### config.mk
export PLATFORM = sky130hd
export DESIGN_NAME = pnl_serial_target
export DESIGN_NICKNAME = d
export VERILOG_FILES = /design/src/rtl/pnl_serial_pkg.sv /design/src/rtl/pnl_sync_edge.sv /design/src/rtl/pnl_serial_target.sv
export SDC_FILE = /design/constraint.sdc
export NUM_CORES = 1
export LEC_CHECK = 0
export BUFFER_PORTS_ARGS = -buffer_cell sky130_fd_sc_hd__clkbuf_2
export CORE_MARGIN = 2
export CORE_UTILIZATION = 43
export DETAILED_ROUTE_END_ITERATION = 12
export MAX_ROUTING_LAYER = met4
export PLACE_DENSITY = 0.73
export REMOVE_ABC_BUFFERS = 1
export SYNTH_ARGS = -nofsm -noshare
export SYNTH_HDL_FRONTEND = slang
export SYNTH_SLANG_ARGS = --single-unit
### constraint.sdc
create_clock -name csi_MCLK_clk -period 1.58 [get_ports csi_MCLK_clk]
set_input_delay 0.158 -clock csi_MCLK_clk [delete_from_list [all_inputs] [get_ports csi_MCLK_clk]]
set_output_delay 0.158 -clock csi_MCLK_clk [all_outputs]
set_load 0.03 [all_outputs]
### src/rtl/pnl_serial_pkg.sv
// Shared definitions for the panel serial target.
//
// Contents:
//   DEF_WIDTH        default serial frame length in bits
//   DEF_SYNC_STAGES  default synchronizer depth for the host-driven inputs
//   state_t          frame state encoding used by pnl_serial_target
package pnl_serial_pkg;

  localparam int DEF_WIDTH       = 32;
  localparam int DEF_SYNC_STAGES = 2;

  typedef enum logic [1:0] {
    ST_IDLE  = 2'd0,  // no bits received yet in this frame
    ST_SHIFT = 2'd1,  // at least one bit received
    ST_LATCH = 2'd2   // frame closed by latch enable; lasts one cycle
  } state_t;

endpackage

### src/rtl/pnl_sync_edge.sv
// Multi-flop synchronizer with edge pulses for one asynchronous input.
//
// Ports:
//   clk       system clock
//   rst_n     asynchronous active-low reset
//   async_in  asynchronous input signal
//   level     synchronized level of async_in
//   rise      one-cycle pulse on a synchronized 0->1 transition
//   fall      one-cycle pulse on a synchronized 1->0 transition
module pnl_sync_edge #(
  parameter int SYNC_STAGES = 2
) (
  input  logic clk,
  input  logic rst_n,
  input  logic async_in,
  output logic level,
  output logic rise,
  output logic fall
);

  logic [SYNC_STAGES-1:0] sync_ff;
  logic                   prev_lvl;
  // Shifts in ones after reset release; edges are only reported once the
  // synchronizer and the previous-level flop both hold real samples, so an
  // input that is already high at release never looks like a rising edge.
  logic [SYNC_STAGES:0]   fill;
  logic                   armed;

  always_ff @(posedge clk or negedge rst_n) begin
    if (!rst_n) begin
      sync_ff  <= '0;
      prev_lvl <= 1'b0;
      fill     <= '0;
    end else begin
      sync_ff  <= {sync_ff[SYNC_STAGES-2:0], async_in};
      prev_lvl <= sync_ff[SYNC_STAGES-1];
      fill     <= {fill[SYNC_STAGES-1:0], 1'b1};
    end
  end

  assign armed = fill[SYNC_STAGES];
  assign level = sync_ff[SYNC_STAGES-1];
  assign rise  = armed &  level & ~prev_lvl;
  assign fall  = armed & ~level &  prev_lvl;

endmodule

### src/rtl/pnl_serial_target.sv
// Serial target for a host-clocked shift link (SPI-like, MSB first).
// Everything runs on csi_MCLK_clk; the host ser_clk/ser_le/ser_sdi lines
// are oversampled through synchronizers and handled as edge events.
//
// Ports:
//   csi_MCLK_clk      system clock
//   rsi_MRST_reset_n  asynchronous active-low reset
//   ser_sdi           serial data from host
//   ser_clk           host shift clock (sampled, not used as a clock)
//   ser_le            host latch enable; rising edge closes the frame
//   ser_sdo           serial data to host (MSB of the tx shift register)
//   ser_sta           1 when the last frame held exactly WIDTH bits
//   din               word returned to the host during the next frame
//   dout              last correctly sized received word
//   dout_valid        one-cycle pulse when dout is updated
//   frame_err         one-cycle pulse when a frame had the wrong length
module pnl_serial_target
  import pnl_serial_pkg::*;
#(
  parameter int WIDTH       = DEF_WIDTH,
  parameter int SYNC_STAGES = DEF_SYNC_STAGES
) (
  input  logic             csi_MCLK_clk,
  input  logic             rsi_MRST_reset_n,
  input  logic             ser_sdi,
  input  logic             ser_clk,
  input  logic             ser_le,
  output logic             ser_sdo,
  output logic             ser_sta,
  input  logic [WIDTH-1:0] din,
  output logic [WIDTH-1:0] dout,
  output logic             dout_valid,
  output logic             frame_err
);

  // Counter must reach WIDTH+1 so an over-long frame stays distinguishable.
  localparam int              CNT_W    = $clog2(WIDTH + 2);
  localparam logic [CNT_W-1:0] CNT_FULL = CNT_W'(WIDTH);
  localparam logic [CNT_W-1:0] CNT_SAT  = CNT_W'(WIDTH + 1);

  logic sdi_lvl;
  logic clk_rise;
  logic clk_fall;
  logic le_rise;
  logic sdi_edge_unused;
  logic sdi_rise;
  logic sdi_fall;
  logic clk_lvl_unused;
  logic le_lvl;
  logic le_fall;

  pnl_sync_edge #(.SYNC_STAGES(SYNC_STAGES)) u_sync_sdi (
    .clk      (csi_MCLK_clk),
    .rst_n    (rsi_MRST_reset_n),
    .async_in (ser_sdi),
    .level    (sdi_lvl),
    .rise     (sdi_rise),
    .fall     (sdi_fall)
  );

  pnl_sync_edge #(.SYNC_STAGES(SYNC_STAGES)) u_sync_clk (
    .clk      (csi_MCLK_clk),
    .rst_n    (rsi_MRST_reset_n),
    .async_in (ser_clk),
    .level    (clk_lvl_unused),
    .rise     (clk_rise),
    .fall     (clk_fall)
  );

  pnl_sync_edge #(.SYNC_STAGES(SYNC_STAGES)) u_sync_le (
    .clk      (csi_MCLK_clk),
    .rst_n    (rsi_MRST_reset_n),
    .async_in (ser_le),
    .level    (le_lvl),
    .rise     (le_rise),
    .fall     (le_fall)
  );

  // Only the level of ser_sdi matters, and only the rising edge of ser_le.
  assign sdi_edge_unused = sdi_rise | sdi_fall | le_lvl | le_fall;

  state_t           state;
  logic [WIDTH-1:0] rx_sr;
  logic [WIDTH-1:0] tx_sr;
  logic [CNT_W-1:0] bit_cnt;

  assign ser_sdo = tx_sr[WIDTH-1];

  // The frame verdict, tx reload and rx/count clear are all taken on the
  // edge that enters LATCH. That puts dout/dout_valid/frame_err on the
  // cycle right after the ser_le rise is seen, while LATCH is the current
  // state, and the count checked is the one from before any ser_clk edge
  // that coincided with the ser_le rise (that edge is dropped).
  always_ff @(posedge csi_MCLK_clk or negedge rsi_MRST_reset_n) begin
    if (!rsi_MRST_reset_n) begin
      state      <= ST_IDLE;
      rx_sr      <= '0;
      tx_sr      <= '0;
      bit_cnt    <= '0;
      dout       <= '0;
      dout_valid <= 1'b0;
      frame_err  <= 1'b0;
      ser_sta    <= 1'b0;
    end else begin
      dout_valid <= 1'b0;
      frame_err  <= 1'b0;

      if (le_rise) begin
        state <= ST_LATCH;
        if (bit_cnt == CNT_FULL) begin
          dout       <= rx_sr;
          dout_valid <= 1'b1;
          ser_sta    <= 1'b1;
        end else begin
          frame_err  <= 1'b1;
          ser_sta    <= 1'b0;
        end
        tx_sr   <= din;
        rx_sr   <= '0;
        bit_cnt <= '0;
      end else begin
        case (state)
          ST_IDLE, ST_SHIFT: begin
            if (clk_rise) state <= ST_SHIFT;
          end
          ST_LATCH: begin
            // A bit may already arrive in the LATCH cycle (ser_le still high).
            state <= clk_rise ? ST_SHIFT : ST_IDLE;
          end
          default: state <= ST_IDLE;
        endcase

        if (clk_rise) begin
          rx_sr <= {rx_sr[WIDTH-2:0], sdi_lvl};
          if (bit_cnt != CNT_SAT) bit_cnt <= bit_cnt + 1'b1;
        end

        // Host samples ser_sdo on its rising edge; advance on the falling one.
        if (clk_fall) tx_sr <= {tx_sr[WIDTH-2:0], 1'b0};
      end
    end
  end

endmodule

---- Yosys cells after proc, flatten, opt, wreduce, memory -nomap -nowiden ----
Index checks and enable logic that the tools add are counted.
word-level totals
  register bits after elaboration ......... 119
  latch bits .............................. 0
  memory bits (writable) .................. 0
  ROM bits ................................ 0
  input bits .............................. 37
  output and inout bits ................... 36
  memories kept ........................... 0
cells by class
  add/sub/neg operators ................... 1
  multiply operators ...................... 0
  divide/modulo/power cells ............... 0
  $lt $le $gt $ge ......................... 0
  eq/ne operators ......................... 2
  shift-type cells ........................ 0
  multiplexer cells ....................... 11
  bitwise operators ....................... 9
  reduce and logical (&&, ||, !) cells .... 5
operator list
  cell                                                            count
  32-bit 2-to-1 mux                                               4
  6-bit 2-to-1 mux                                                3
  6-bit by 1-bit adder with 6-bit output (second input constant)  1
  1-bit bitwise AND                                               6
  6-bit == test (second input constant)                           1
  6-bit != test (second input constant)                           1
  2-bit nonzero test                                              3
  1-bit 2-to-1 mux                                                4
  2-bit AND reduction                                             2
  1-bit inverter                                                  3

---- Depth between registers and ports, before layout ----
Gate-level depths: netlist of the first run.
  depth in word-level cells ............... 5
  gate-level depth with buffers ........... 5
  depth with buffers taken out ............ 4

---- Hierarchy ----
Synthesis of the first run repeated with hierarchy kept, for this count alone.
unflattened totals
  cells, all modules ...................... 383
  area total of the unflattened synthesis .. 5043.6 um^2
by module, submodules not included
  module             instances  cells each  area an instance (um^2)
  pnl_serial_target  1          356         4529.3
  pnl_sync_edge      3          9           171.4

---- Least setup slack after synthesis of the first run ----
Ideal clock, no wire load.
  kind .................................... register to register
  from .................................... reg bit_cnt[3]
  to ...................................... reg dout[10]
  arrival time ............................ 1.432 ns
  data required time ...................... 1.455 ns
  slack ................................... 0.023 ns
  stages on the path, launching flop included .. 5
  buffers on the path ..................... 1
  period minus slack after synthesis ...... 1.557 ns
  cells stage by stage .................... dfrtp_1 -> nor4b_4 -> nand3_4 -> buf_6 -> mux2_4
between the ends
  longest elaborated chain between the ends .. 2
RTL lines
  item                                  RTL line                  text
  from (decl)                           pnl_serial_target.sv:85   logic [CNT_W-1:0] bit_cnt;
  from (signal assigned)                pnl_serial_target.sv:135  if (bit_cnt != CNT_SAT) bit_cnt <= bit_cnt + 1'b1;
  6-bit == test                         pnl_serial_target.sv:110  if (bit_cnt == CNT_FULL) begin
  2-bit AND reduction (no source line)  -
  to (signal assigned)                  pnl_serial_target.sv:111  dout <= rx_sr;
  to (decl)                             pnl_serial_target.sv:31   output logic [WIDTH-1:0] dout,
Every way passes these cells.
A chain may end at the register's enable or synchronous reset.

---- Final worst setup path of the first run ----
  from .................................... reg u_sync_le.sync_ff[1]
  to ...................................... reg tx_sr[8]
between the ends
  longest elaborated chain between the ends .. 3
  elaborated cells between the ends (all ways) .. 4
  classes of those cells .................. mux (1); bitwise (2); reduce/logical (1)
RTL lines
  item                                                     RTL line                  text
  from (decl)                                              pnl_sync_edge.sv:21       logic [SYNC_STAGES-1:0] sync_ff;
  from (signal assigned)                                   pnl_sync_edge.sv:35       sync_ff <= {sync_ff[SYNC_STAGES-2:0], async_in};
  1-bit bitwise AND (*) (2 in a row)                       pnl_sync_edge.sv:43       assign rise = armed & level & ~prev_lvl;
  32-bit 2-to-1 mux or 2-bit nonzero test (tied branches)  -
  to (signal assigned)                                     pnl_serial_target.sv:118  tx_sr <= din;
  to (signal assigned)                                     pnl_serial_target.sv:139  if (clk_fall) tx_sr <= {tx_sr[WIDTH-2:0], 1'b0};
  to (decl)                                                pnl_serial_target.sv:84   logic [WIDTH-1:0] tx_sr;
Every way passes the cells marked *; elsewhere a longest branch is shown, timed or not.

==> out/summary.txt, run 1 <==
status -> completed
num ports -> 73
Tot GR Track Use -> 16.9%
Int Pwr -> 6.15 mW
Crit Path Category -> reg2reg
CP Max Fanout -> 13
initial core utilization -> 44.0%
min setup slack post-route -> 0.0445 ns
Mapped Area -> 0.00477 mm2
Die Span Y -> 109 um
VDD IR max -> 0.883 mV
IO buf count -> 72
vias in the first global route -> 3077
Area Overhead vs Synth -> 30.7%
largest cells by area after synthesis -> dfrtp_1 (61%), mux2_2 (16%), mux2_4 (8.8%)
Placement Setup Slack -> 0.0554 ns
met1 Use GR -> 21.0%
worst setup path start -> u_sync_le.sync_ff[1]
synth warn -> 0
1st-iter DRT viols -> 150
drc violations -> 0
Max clock buf depth -> 2
layout cells sized above 1 -> 51.5%
vias -> 2912
HPWL after detailed placement -> 5740 um
Hold Crit Start -> din[24]
Root Driver -> clkbuf_8
Achievable Freq -> 0.651 GHz
final hold violation count -> 0
most numerous cell in the Yosys netlist -> dfrtp_1
Routed Antenna Nets -> 0
Reg area -> 0.00290 mm2
Gate power share -> 14.3%
Tmin final -> 1.54 ns
Yosys top cell area share -> 60.8%
Worst Path Required -> 1.98 ns
nets -> 462
Max Cap Viol -> 0
dpl cell area -> 0.00542 mm2
fin. max-slew vios -> 0
number of diodes -> 0
Routed WL per cell -> 15.9 um
Syn Area/Cell -> 15.6 um2
CTS clk-pin slew, worst paths -> 0.06 ns
crit end category -> flop
total power -> 8.18 mW
routed vias/inst -> 5.06
critical path arrival -> 1.93 ns
total core area -> 0.0108 mm2
die width -> 109 um
grt met2 use -> 26.0%
Pre-antenna DRT Iters -> 4
first-pass GRT wire length -> 14900 um
Fillers -> 863
later-pin clock latency in the skew report -> 0.51 ns
# setup viols final -> 0
H-tree Lvls -> 4
Seq/Total Area, Yosys -> 60.8%
post-synthesis register bit count -> 116
Flop pwr share -> 44.2%
drt total wl -> 9160 um
row cnt -> 38
Hold Crit Class -> in2reg
Leakage -> 3.13 nW
clock sinks -> 116
footprint of the multi-input gates -> 0.00174 mm2
Synth Flop Type -> dfrtp_1
CP Launch Type -> flop
busiest grt layer -> met2
Clock Power Share -> 41.5%
final global-route overflow total -> 0
post-synthesis cell type count -> 28
fin crit share -> 97.2%
PwrDens -> 1310 mW/mm2
largest net degree at the start of global routing -> 37
Syn Inst Count -> 306
Sw Share -> 24.9%
area leader, netlist -> dfrtp_1
Total Die Area -> 0.0120 mm2
GPL Wtd Cong -> 0.727
most frequent cells after synthesis -> dfrtp_1 (116), mux2_2 (66), a22o_1 (32), mux2_4 (28), nand2_1 (10)
Worst Skew -> 0.00628 ns
Crit Reg-Reg Startpoint -> u_sync_le.sync_ff[1]
M3 GR Usage -> 4.86%
ys async rst share -> 100%
CTS tree -> built
CTS Buf Count -> 17
Sw Pwr -> 2.04 mW
cell area after layout -> 0.00624 mm2
number of flops mapped to enable cells by yosys -> 0
initial antenna violation count -> 0
-- flip-flops by register name (all words and copies together), names as in the netlist --
signal	count
u_sync_clk.fill	1
u_sync_clk.prev_lvl	1
u_sync_clk.sync_ff	2
u_sync_sdi.sync_ff	2
tx_sr	32
rx_sr	32
bit_cnt	6
u_sync_le.sync_ff	2
frame_err	1
u_sync_le.prev_lvl	1
dout_valid	1
u_sync_le.fill	2
dout	32
ser_sta	1
-- layer usage --
layer	part of all wire, %	routed length (um)
met1	44	4000
met2	51	4720
met3	3.1	285
met4	1.7	159
met5	0	0
-- kinds of logic (layout without fill, tap and decap cells) --
| family | after synthesis | in the layout | synth area share (%) |
|---|---|---|---|
| flip-flops | 116 | 116 | 60.8 |
| AO/OA/AOI/OAI | 45 | 45 | 7.42 |
| other | 1 | 1 | 0.0786 |
| buffers and inverters | 21 | 150 | 2.73 |
| AND/OR/NAND/NOR | 24 | 24 | 3.33 |
| adder cells (fa/ha/maj) | 3 | 3 | 0.787 |
| multiplexers | 96 | 96 | 24.8 |
-- metrics by stage --
stage / instances / setup TNS (ns) / utilization [%] / hold slack [ns]
finish: 575 / 0 / 57.5 / 0.0226
global route: 575 / -0.108 / 57.5 / 0.00379
CTS: 571 / 0 / 56.9 / 0.00508
detailed placement: 519 / 0 / 50.0 / 0.134
global placement: 519 / 0 / 50.0 / 0.130
floorplan: 289 / -39.13 / - / -0.138
-- placed cells by master (no fill, tap or decap), drive strengths merged --
| cell | netlist | final |
|---|---|---|
| a211o | 1 | 1 |
| a21oi | 6 | 6 |
| a22o | 32 | 32 |
| and3b | 1 | 1 |
| buf | 11 | 21 |
| clkbuf | 6 | 92 |
| clkinv | 0 | 5 |
| clkinvlp | 0 | 6 |
| conb | 1 | 1 |
| dfrtp | 116 | 116 |
| dlygate4sd3 | 0 | 20 |
| ha | 3 | 3 |
| inv | 4 | 6 |
| mux2 | 94 | 94 |
| mux2i | 2 | 2 |
| nand2 | 10 | 10 |
| nand3 | 2 | 2 |
| nand3b | 2 | 2 |
| nand4b | 1 | 1 |
| nor2 | 1 | 1 |
| nor2b | 3 | 3 |
| nor4b | 1 | 1 |
| o21a | 1 | 1 |
| o21ai | 4 | 4 |
| o31ai | 1 | 1 |
| or3 | 2 | 2 |
| or4 | 1 | 1 |
-- power groups by stage --
stage / clock (mW) / sequential, mW / combinational, mW
6_report: 3.40 / 3.62 / 1.17
5_1_grt: 3.62 / 3.68 / 1.30
4_1_cts: 3.48 / 3.62 / 1.17
3_5_place_dp: 0 / 3.66 / 1.11
3_3_place_gp: 0 / 3.63 / 1.06
2_1_floorplan: 0 / 3.63 / 0.780
-- area by class of cell --
type,count,area share (%)
clock inverters,13,1.65
well taps,140,2.81
clock buffers,19,7.08
inverters,4,0.241
flip-flops and latches,116,46.5
multi-input cells,169,28.0
repair buffers,114,13.7
-- final timing paths --
check,endpoint,slack (ns),cells after the start
worst max register to register,tx_sr[8],0.04,5
worst max-delay path,tx_sr[8],0.04,5
min in group asynchronous,rx_sr[8],0.14,2
worst min register to register,u_sync_le.fill[1],0.35,0
worst min-delay path,tx_sr[24],0.02,3
max in group asynchronous,tx_sr[9],0.92,3
-- worst max-delay path, cell delays in order, from the launching register on --
cell	delay [ns]
dfrtp_1	0.40
nand3b_1	0.11
buf_6	0.14
clkbuf_16	0.17
mux2_2	0.34
mux2_2	0.26
-- timing repair --
item                                    in CTS  in global routing
endpoints found under the setup margin       0                 13
setup buffers                                0                  2
hold buffers                                20                  0
gates resized for setup                      0                  1
hold endpoints to repair                   135                  0
(Power assumes the default switching activity.)
==> run 2: changes to the inputs <==
PLACE_DENSITY = 0.7   (was 0.73)
SYNTH_HIERARCHICAL = 1   (was default)
clock period = 1.44 ns   (was 1.58 ns; I/O delays follow)
==> run 2 against run 1 <==
Net effect: the run now ends with setup timing left; clock power rose by 29%; first-iteration DRC count is 12% lower; combinational power fell by 22%; total power increased by 11%; count of clock-buffer cells in the layout is 1 higher; final area rose by 9.5%.
==> out/summary.txt, run 2 <==
Worst Path Required -> 1.72 ns (was 1.98 ns)
Max clock buf depth -> 2 (unchanged)
status -> finished, violations left (was completed)
Achievable Freq -> 0.611 GHz (was 0.651 GHz)
vias in the first global route -> 3544 (was 3077)
1st-iter DRT viols -> 132 (was 150)
nets -> 549 (was 462)
failing checks -> setup timing
Total Die Area -> 0.0123 mm2 (was 0.0120 mm2)
CTS tree -> built (unchanged)
drt total wl -> 10900 um (was 9160 um)
Syn Inst Count -> 375 (was 306)
CP max stage delay -> 0.41 ns (was 0.40 ns)
Hold Crit Class -> in2async (was in2reg)
Layout Utilization -> 60.6% (was 57.5%)
min setup slack post-route -> -0.197 ns (was 0.0445 ns)
Fillers -> 881 (was 863)
Slew headroom -> 64.7%
total core area -> 0.0113 mm2 (was 0.0108 mm2)
row cnt -> 39 (was 38)
initial core utilization -> 43.6% (was 44.0%)
clock sinks -> 119 (was 116)
HPWL after detailed placement -> 5770 um (was 5740 um)
setup_tns -> -5.79 ns (was 0 ns)
fin crit share -> 114% (was 97.2%)
Crit Path Category -> reg2reg (unchanged)
final hold violation count -> 0 (unchanged)
CTS Buf Count -> 17 (unchanged)
fin. max-slew vios -> 0 (unchanged)
initial antenna violation count -> 0 (unchanged)
dpl cell area -> 0.00552 mm2 (was 0.00542 mm2)
Hold WS -> 0.300 ns (was 0.0226 ns)
Syn Area/Cell -> 13.1 um2 (was 15.6 um2)
CP Launch Type -> flop (unchanged)
cell chain of the critical path -> nor4b_4 > and3_4 > buf_12 > mux2_4 (was nand3b_1 > buf_6 > clkbuf_16 > mux2_2 > mux2_2)
synth warn -> 6 (was 0)
number of diodes -> 0 (unchanged)
Regs by FF count -> dout (32), rx_sr (32), tx_sr (32) (unchanged)
GPL Wtd Cong -> 0.730 (was 0.727)
critical path arrival -> 1.92 ns (was 1.93 ns)
VDD IR max -> 1.04 mV (was 0.883 mV)
layout cells sized above 1 -> 34.5% (was 51.5%)
first-pass GRT wire length -> 17100 um (was 14900 um)
Worst Tran Pin Value -> 0.529 ns
Routed WL per cell -> 16.3 um (was 15.9 um)
Die Span Y -> 111 um (was 109 um)
most common cell after layout, fill and taps aside -> dfrtp_1 (unchanged)
Worst Skew -> 0.00777 ns (was 0.00628 ns)
PwrDens -> 1330 mW/mm2 (was 1310 mW/mm2)
routed vias/inst -> 4.97 (was 5.06)
later-pin clock latency in the skew report -> 0.40 ns (was 0.51 ns)
H-tree Lvls -> 4 (unchanged)
Placement Setup Slack -> -0.231 ns (was 0.0554 ns)
RSZ-0062 raised after global routing -> true
CP Max Fanout -> 7 (was 13)
vias -> 3302 (was 2912)
Pre-antenna DRT Iters -> 4 (unchanged)
Routed Antenna Nets -> 0 (unchanged)
Leakage -> 3.21 nW (was 3.13 nW)
largest net degree at the start of global routing -> 79 (was 37)
drc violations -> 0 (unchanged)
Area Overhead vs Synth -> 38.9% (was 30.7%)
Root Driver -> clkbuf_16 (was clkbuf_8)
crit end category -> flop (unchanged)
Tmin final -> 1.64 ns (was 1.54 ns)
CTS clk-pin slew, worst paths -> 0.06 ns (about the same)
die width -> 111 um (was 109 um)
Slowest-stage cell, CP -> dfrtp_1 (unchanged)
cell area after layout -> 0.00683 mm2 (was 0.00624 mm2)
Tot GR Track Use -> 18.0% (was 16.9%)
final global-route overflow total -> 0 (unchanged)
IO buf count -> 72 (unchanged)
Max Cap Viol -> 0 (unchanged)
Mapped Area -> 0.00491 mm2 (was 0.00477 mm2)
most frequent cells in the layout -> dfrtp_1 (119), clkbuf_2 (71), mux2i_1 (62), dlygate4sd3_1 (36), nand2_1 (35) (was dfrtp_1 (116), clkbuf_2 (71), mux2_2 (66), a22o_1 (32), mux2_4 (28))
num ports -> 73 (unchanged)
# setup viols final -> 33 (was 0)
[run 2: where the power goes]
group          switching, mW  total [mW]  internal [mW]  leakage (nW)
Sequential             0.152        3.78           3.63          1.57
Clock                   1.55        4.39           2.84         0.298
Combinational          0.455       0.913          0.458          1.34
Total                   2.15        9.08           6.93          3.21
[run 2: cell type report]
cell class	count	area (um2)	area share [%]
inverter	4	18.8	0.275
clock inverter	12	166	2.44
sequential	119	2980	43.6
multi-input combinational	229	1850	27.1
timing repair buffer	138	1180	17.3
tap	143	179	2.62
clock buffer	20	457	6.69
[run 2: metrics by stage]
step	total power, mW	instances
6_report	9.08	665
3_5_place_dp	4.58	586
4_1_cts	9.09	659
3_3_place_gp	4.53	586
2_1_floorplan	4.23	352
5_1_grt	9.44	665
[run 2: worst paths after layout]
kind                              startpoint                end  cells after the start  slack [ns]
setup / recovery                  bit_cnt[4]           dout[20]                      4       -0.20
hold / removal              rsi_MRST_reset_n           rx_sr[7]                      3        0.30
hold reg to reg            u_sync_le/fill[0]  u_sync_le/fill[1]                      0        0.35
max in group asynchronous   rsi_MRST_reset_n           tx_sr[7]                      3        0.69
setup reg to reg                  bit_cnt[4]           dout[20]                      4       -0.20
min in group csi_MCLK_clk  u_sync_le/fill[0]  u_sync_le/fill[1]                      0        0.35
[run 2: per-layer routing]
layer / part of all wire, % / track usage [%] / vias up / wire (um)
met5: 0 / - / - / 0
met2: 52 / 30.7 / 79 / 5650
met1: 43 / 21.3 / 1651 / 4730
met4: 1.1 / 4.75 / 0 / 123
met3: 3.5 / 4.59 / 12 / 375
li1: - / - / 1560 / -
[run 2: repair_timing]
action / CTS / global route
setup buffers: 2 / 2
hold buffers: 36 / 0
gates resized for setup: 13 / 14
endpoints found under the setup margin: 59 / 59
pin swaps: 2 / 11
endpoints found under the hold margin: 154 / 0
gates cloned: 3 / 4
[run 2: worst max-delay path, delay by kind of cell, from the launching register on]
kind / cells / cell delay, ns
multiplexers: 1 / 0.32
flip-flops: 1 / 0.41
AND/OR/NAND/NOR: 2 / 0.62
buffers and inverters: 1 / 0.17
